$ cat config.mk
export PLATFORM = sky130hd
export DESIGN_NAME = sram_ctrl
export DESIGN_NICKNAME = d
export VERILOG_FILES = /design/src/rtl/sram_ctrl_pkg.sv /design/src/rtl/sram_ctrl.sv
export SDC_FILE = /design/constraint.sdc
export NUM_CORES = 1
export LEC_CHECK = 0
export ABC_AREA = 1
export BUFFER_PORTS_ARGS = -buffer_cell sky130_fd_sc_hd__buf_4
export CORE_MARGIN = 2
export CORE_UTILIZATION = 49
export CTS_BUF_LIST = sky130_fd_sc_hd__clkbuf_8
export DETAILED_ROUTE_END_ITERATION = 8
export MAX_ROUTING_LAYER = met4
export PLACE_DENSITY = 0.92
export SLEW_MARGIN = 20
export SYNTH_ARGS = -nofsm -noshare
export SYNTH_HDL_FRONTEND = slang
export SYNTH_SLANG_ARGS = --single-unit
$ cat constraint.sdc
create_clock -name clk -period 3.1 [get_ports clk]
set_input_delay 0.62 -clock clk [delete_from_list [all_inputs] [get_ports clk]]
set_output_delay 0.62 -clock clk [all_outputs]
set_load 0.01 [all_outputs]
$ cat src/rtl/sram_ctrl_pkg.sv
// sram_ctrl_pkg
//   Shared definitions for the SRAM controller: the access FSM state type
//   and the default timing/address-map parameters.
package sram_ctrl_pkg;

  typedef enum logic [1:0] {
    IDLE = 2'd0,
    LOW  = 2'd1,
    HIGH = 2'd2,
    DONE = 2'd3
  } state_t;

  localparam int DEF_WAIT_CYCLES = 2;
  localparam int DEF_DATA_BASE   = 1024;

endpackage

$ cat src/rtl/sram_ctrl.sv
// sram_ctrl
//   Bridges a 32-bit MEM-stage load/store port onto a 16-bit asynchronous
//   SRAM. Each word access is split into a low half-word phase and a high
//   half-word phase, each WAIT_CYCLES long, followed by a one-cycle DONE in
//   which the pipeline is released.
//
// Parameters
//   WAIT_CYCLES  SRAM cycles per half-word phase (1..15)
//   DATA_BASE    byte address mapped to SRAM location 0
//
// Ports
//   clk, rst     clock and asynchronous active-high reset
//   wr_en, rd_en store / load request, held stable while ready=0
//   address      word-aligned byte address
//   write_data   store data
//   read_data    registered load result, held until the next load
//   ready        combinational pipeline advance (low = freeze)
//   sram_addr    SRAM half-word address
//   sram_dq_out  SRAM write data
//   sram_dq_oe   drive enable for the SRAM data bus
//   sram_dq_in   SRAM read data
//   sram_we_n    SRAM write enable, active-low
module sram_ctrl
  import sram_ctrl_pkg::*;
#(
  parameter int WAIT_CYCLES = DEF_WAIT_CYCLES,
  parameter int DATA_BASE   = DEF_DATA_BASE
) (
  input  logic        clk,
  input  logic        rst,
  input  logic        wr_en,
  input  logic        rd_en,
  input  logic [31:0] address,
  input  logic [31:0] write_data,
  output logic [31:0] read_data,
  output logic        ready,
  output logic [17:0] sram_addr,
  output logic [15:0] sram_dq_out,
  output logic        sram_dq_oe,
  input  logic [15:0] sram_dq_in,
  output logic        sram_we_n
);

  localparam logic [3:0] CNT_LAST = 4'(WAIT_CYCLES - 1);

  state_t     state;
  logic [3:0] cnt;
  logic       is_wr;

  // Half-word SRAM address: word index relative to DATA_BASE (mod 2^17)
  // with the half selector appended as the LSB.
  function automatic logic [17:0] half_addr(input logic [31:0] a, input logic hi);
    return 18'({32'((a - 32'(DATA_BASE)) >> 2), hi});
  endfunction

  // The pipeline is frozen while any request is outstanding, except in DONE.
  assign ready = !((wr_en || rd_en) && (state != DONE));

  always_ff @(posedge clk or posedge rst) begin
    if (rst) begin
      state       <= IDLE;
      cnt         <= 4'd0;
      is_wr       <= 1'b0;
      read_data   <= 32'd0;
      sram_addr   <= 18'd0;
      sram_dq_out <= 16'd0;
      sram_dq_oe  <= 1'b0;
      sram_we_n   <= 1'b1;
    end else begin
      case (state)
        IDLE: begin
          if (wr_en || rd_en) begin
            // Access type is frozen here; a simultaneous wr_en/rd_en is a write.
            state       <= LOW;
            cnt         <= 4'd0;
            is_wr       <= wr_en;
            sram_addr   <= half_addr(address, 1'b0);
            sram_dq_out <= write_data[15:0];
            sram_dq_oe  <= wr_en;
            sram_we_n   <= !wr_en;
          end
        end
        LOW: begin
          if (cnt == CNT_LAST) begin
            state       <= HIGH;
            cnt         <= 4'd0;
            if (!is_wr) read_data[15:0] <= sram_dq_in;
            sram_addr   <= half_addr(address, 1'b1);
            sram_dq_out <= write_data[31:16];
          end else begin
            cnt <= cnt + 4'd1;
          end
        end
        HIGH: begin
          if (cnt == CNT_LAST) begin
            state      <= DONE;
            cnt        <= 4'd0;
            if (!is_wr) read_data[31:16] <= sram_dq_in;
            // Release the bus; sram_addr keeps its last value.
            sram_dq_oe <= 1'b0;
            sram_we_n  <= 1'b1;
          end else begin
            cnt <= cnt + 4'd1;
          end
        end
        DONE: begin
          state <= IDLE;
        end
        default: begin
          state <= IDLE;
        end
      endcase
    end
  end

endmodule

== Word level (Yosys, flattened, before mapping) ==
Index checks and enable logic that the tools add are counted.

* Reductions and logical operators: 16
* Bitwise gates (word level): 1
* Add/sub/neg operators: 2
* Eq/ne operators: 8
* Multiplexer cells: 19

{| class="wikitable"
|+ Operators with widths
! operator !! count
|-
| 2-to-1 mux 18 bit || 2
|-
| case mux 18 bit (2 select lines) || 1
|-
| 2-to-1 mux 16 bit || 2
|-
| case mux 16 bit (2 select lines) || 1
|-
| subtractor 19 x 11 -> 19 bit, second input constant || 1
|-
| AND reduction 3 bit || 5
|-
| 2-to-1 mux 4 bit || 2
|-
| != test 2 bit, second input constant || 4
|-
| case mux 2 bit (4 select lines) || 1
|-
| case mux 4 bit (2 select lines) || 1
|-
| 2-to-1 mux 2 bit || 3
|-
| nonzero test 2 bit || 3
|-
| adder 4 x 1 -> 4 bit, second input constant || 1
|-
| == test 2 bit, second input constant || 2
|-
| == test 4 x 1 -> 1 bit, second input constant || 1
|-
| 2-to-1 mux 1 bit || 4
|-
| case mux 1 bit (2 select lines) || 2
|-
| AND reduction 2 bit || 2
|-
| == test 2 x 1 -> 1 bit, second input constant || 1
|-
| logical NOT 1 bit || 2
|-
| logical NOT 2 bit || 1
|-
| OR reduction 2 bit || 1
|-
| logical AND 1 bit || 1
|-
| logical OR 1 bit || 1
|-
| inverter 1 bit || 1
|}

* Input port bits: 84
* Logic and storage cells: 55
* Output and inout bits: 69
* Register bits after elaboration: 75

== Logic depth before layout (Yosys ltp) ==
* Word-level depth: 4
* Mapped depth: 9
* Gate-level depth less buffers: 8

== Worst setup path before layout ==
OpenSTA, ideal clock, no wires.

* Kind: input to output
* Start: in wr_en
* End: out ready
* Cell stages on the path: 2
* Data required time: 2.480 ns
* Arrival: 0.951 ns
* Slack: 1.529 ns
* Buffers on the path: 0
* Path through: nor2_1 -> or2_2

* Word-level cells in the longest chain between the ends: 3

{| class="wikitable"
|+ RTL lines
! element !! line !! RTL
|-
| start: declaration || sram_ctrl.sv:31 || <nowiki>input logic wr_en,</nowiki>
|-
| logical OR 1 bit || sram_ctrl.sv:57 || <nowiki>assign ready = !((wr_en || rd_en) && (state != DONE));</nowiki>
|-
| logical AND 1 bit || sram_ctrl.sv:57 ||
|-
| logical NOT 1 bit || sram_ctrl.sv:57 ||
|-
| end: declaration || sram_ctrl.sv:36 || <nowiki>output logic ready,</nowiki>
|}

Every way passes these cells.

== Final worst setup path ==
* Start: reg state[1]
* End: reg sram_addr[5]

* Word-level cells in the longest chain between the ends: 3
* Elaborated cells between the ends (all ways): 7
* Classes of those cells: eq/ne: 3; mux: 1; reduce/logical: 3

{| class="wikitable"
|+ RTL lines
! element !! line !! RTL
|-
| start: declaration || sram_ctrl.sv:46 || <nowiki>state_t state;</nowiki>
|-
| start signal: assignment || sram_ctrl.sv:61 || <nowiki>state <= IDLE;</nowiki>
|-
| start signal: assignment || sram_ctrl.sv:74 || <nowiki>state <= LOW;</nowiki>
|-
| start signal: assignment || sram_ctrl.sv:85 || <nowiki>state <= HIGH;</nowiki>
|-
| == test 2 x 1 -> 1 bit or logical NOT 2 bit (tied branches) || sram_ctrl.sv:70 || <nowiki>case (state)</nowiki>
|-
| != test 2 bit (no source line) or nonzero test 2 bit (tied branches) || - ||
|-
| AND reduction 3 bit (no source line) || - ||
|-
| end signal: assignment || sram_ctrl.sv:77 || <nowiki>sram_addr <= half_addr(address, 1'b0);</nowiki>
|-
| end signal: assignment || sram_ctrl.sv:88 || <nowiki>sram_addr <= half_addr(address, 1'b1);</nowiki>
|-
| end: declaration || sram_ctrl.sv:37 || <nowiki>output logic [17:0] sram_addr,</nowiki>
|}

Several ways; a longest one is shown, not always the timed one.
A chain may end at the register's enable or synchronous reset.

==> flow_summary.json <==
{
  "outcome": "finished, final reports clean",
  "die_x_um": 88.54,
  "avgRoutedWirePerCell_um": 13.23,
  "crit_arrival_ps": 2400,
  "fin_worst_hold_slack_ps": 390.2,
  "fin_nets": 599,
  "drtIter0Drc": 168,
  "cts_root_buffer": "clkbuf_8",
  "grt.overflow.total": 0,
  "p_per_area_nw_per_um2": 1065,
  "drv_slew": 0,
  "synth-seq-cells": 75,
  "syn_to_final_growth_pct": 35.98,
  "synth_cells": 370,
  "layout_min_cycle_time_ps": 2130,
  "seq_power_share": 0.347,
  "n_antenna_cell": 0,
  "cts_sinks": 75,
  "swShare": 0.4080,
  "max_cap_violations": 0,
  "p_int_mw": 3.004,
  "grt_max_degree": 56,
  "seq_area_frac_synth": 0.5363,
  "start_util": 0.5098,
  "cts_buffer_depth": 2,
  "antenna_found_initial": 0,
  "skew_ps": 12.13,
  "cts_setup_buffers": 0,
  "p_switching_mw": 2.070,
  "crit_cells": 7,
  "io_buffer_count": 137,
  "viasPerCell": 4.819,
  "power_mw": 5.074,
  "mostFrequentLayoutCells": "buf_4, nand2_1, dfrtp_1",
  "finalHoldViolCount": 0,
  "met1_usage": 0.2488,
  "vias": 2930,
  "path_buf_inv": 2,
  "dp_hpwl_um": 6154,
  "use_met3": 0.04198,
  "hold_class": "in2async",
  "instances_no_fill": 608,
  "path_clk_slew_ps": 90,
  "setup_violations": 0,
  "io_pins": 153,
  "worstSetupEndpointType": "register",
  "leakage_nw": 2.537,
  "fillers": 557,
  "worstRegToRegCells": 7,
  "rsz0062_at_grt": "false",
  "routed_wl_um": 8046,
  "layout_commonest_cell": "buf_4",
  "die_area_um2": 7839,
  "critical_path_class": "reg2reg",
  "tightestPinTransition_ps": 722.0,
  "ys_types": 28,
  "cts_tree": "done",
  "ctsHoldBuffers": 0,
  "cp.required_ps": 3370,
  "r2r_slack_ps": 970,
  "cpPeakStageDelay_ps": 530,
  "top_usage_layer": "met2",
  "max_freq_mhz": 469.4,
  "grt_util_all_layers": 0.2271,
  "placed_cells": 592,
  "synth_nets": 462,
  "antenna_left": 0,
  "cp-start-kind": "register",
  "yosys_warnings": 0,
  "synth_area_per_cell_um2": 9.465,
  "htree_num_levels": 3,
  "fp-row-count": 30,
  "first_pass_iters": 4,
  "cpMaxStageDelayCell": "nand3_4",
  "die-height_um": 88.54,
  "fp.coreArea_um2": 6869,
  "drive_gt1_frac": 0.3770,
  "ctsResizeCount": 0,
  "use_met2": 0.4115,
  "gp_congestion": 0.8131,
  "maxSlewHeadroom": 0.5187,
  "cts_buffers": 9,
  "setup_tns_ps": 0,
  "timing.final.crit_share": 0.6872,
  "crit_chain": "inv_1 -> ha_1 -> or2_1 -> nand3_4 -> inv_4 -> nand2_1 -> nand2_1",
  "vdd_drop_max_mv": 0.4635,
  "insertion_delay_ps": 340,
  "p_comb_frac": 0.502,
  "syn_area_um2": 3502,
  "grt_pass1_vias": 3051,
  "path_max_fanout": 55,
  "drc": 0,
  "grt_pass1_wl_um": 13500,
  "cpMostUsedCell": "nand2_1",
  "crit_family": "simple AND/OR/NAND/NOR gates",
  "clkPwrFrac": 0.151
}
[logic make-up (layout without fill, tap and decap cells)]
group                    Yosys count  in the layout  synth area share
AND/OR/NAND/NOR                  149            149            0.1769
flip-flops                        75             75            0.5363
AO/OA/AOI/OAI                     66             66            0.1211
buffers and inverters             52            194           0.08146
multiplexers                      16             16           0.04573
adder cells (fa/ha/maj)            8              8           0.02858
XOR/XNOR                           4              4           0.01001
[final timing paths]
check,startpoint,endpoint
worst min register to register,sram_we_n,sram_we_n
max in group asynchronous,rst,sram_addr[15]
min in group clk,address[10],sram_addr[9]
worst max-delay path,state[1],sram_addr[5]
worst max register to register,state[1],sram_addr[5]
worst min-delay path,rst,read_data[20]
[metal layers]
metal | vias to the layer above | wire length (um)
met1 | 1389 | 3223
li1 | 1449 | -
met2 | 77 | 4397
met5 | - | 0
met4 | 0 | 122
met3 | 15 | 303
[cells in the mapped netlist (all sizes together)]
cell    number  area (um^2)
dfrtp       74         1852
nand2      119        459.2
a21oi        1        5.000
mux2i       16        160.2
clkbuf       1        7.510
xnor2        2        17.52
nor2        16        62.56
or2          2        12.52
buf         13        132.6
inv         38        145.1
o21ai       65        419.2
nand3       10        72.57
xor2         2        17.52
nand4        2        12.51
dfstp        1        26.28
ha           8        100.1
[final cells by class]
| type | instances | area [um^2] | area share |
|---|---|---|---|
| multi-input cells | 243 | 1339 | 0.2811 |
| clock inverters | 7 | 80.08 | 0.01682 |
| repair buffers | 140 | 1076 | 0.2260 |
| well taps | 96 | 120.1 | 0.02522 |
| inverters | 38 | 145.1 | 0.03048 |
| flip-flops and latches | 75 | 1878 | 0.3944 |
| clock buffers | 9 | 123.9 | 0.02601 |
[sequential cells by signal (all words and copies together), names as in the netlist]
signal / count
read_data: 32
sram_addr: 18
sram_dq_out: 16
cnt: 4
state: 2
is_wr: 1
sram_dq_oe: 1
sram_we_n: 1
[per-stage QoR]
stage | worst slack [ps] | util | cell area [um^2]
after global placement | 1037 | 0.6636 | 4558
after detailed placement | 970.9 | 0.6636 | 4558
after floorplan | 571.7 | - | 3502
after global routing | 744.6 | 0.6933 | 4762
after CTS | 957.2 | 0.6933 | 4762
final | 969.6 | 0.6933 | 4762
[power by group through the flow]
stage               Sequential [mW]  Combinational (mW)  Clock (mW)
detailed placement             1.77                2.58           0
global route                   1.82                2.86       0.826
global placement               1.75                2.46           0
CTS                            1.76                2.59       0.787
floorplan                      1.96                1.43           0
finish                         1.76                2.55       0.768
No activity file was read; power rests on OpenSTA's default activity.
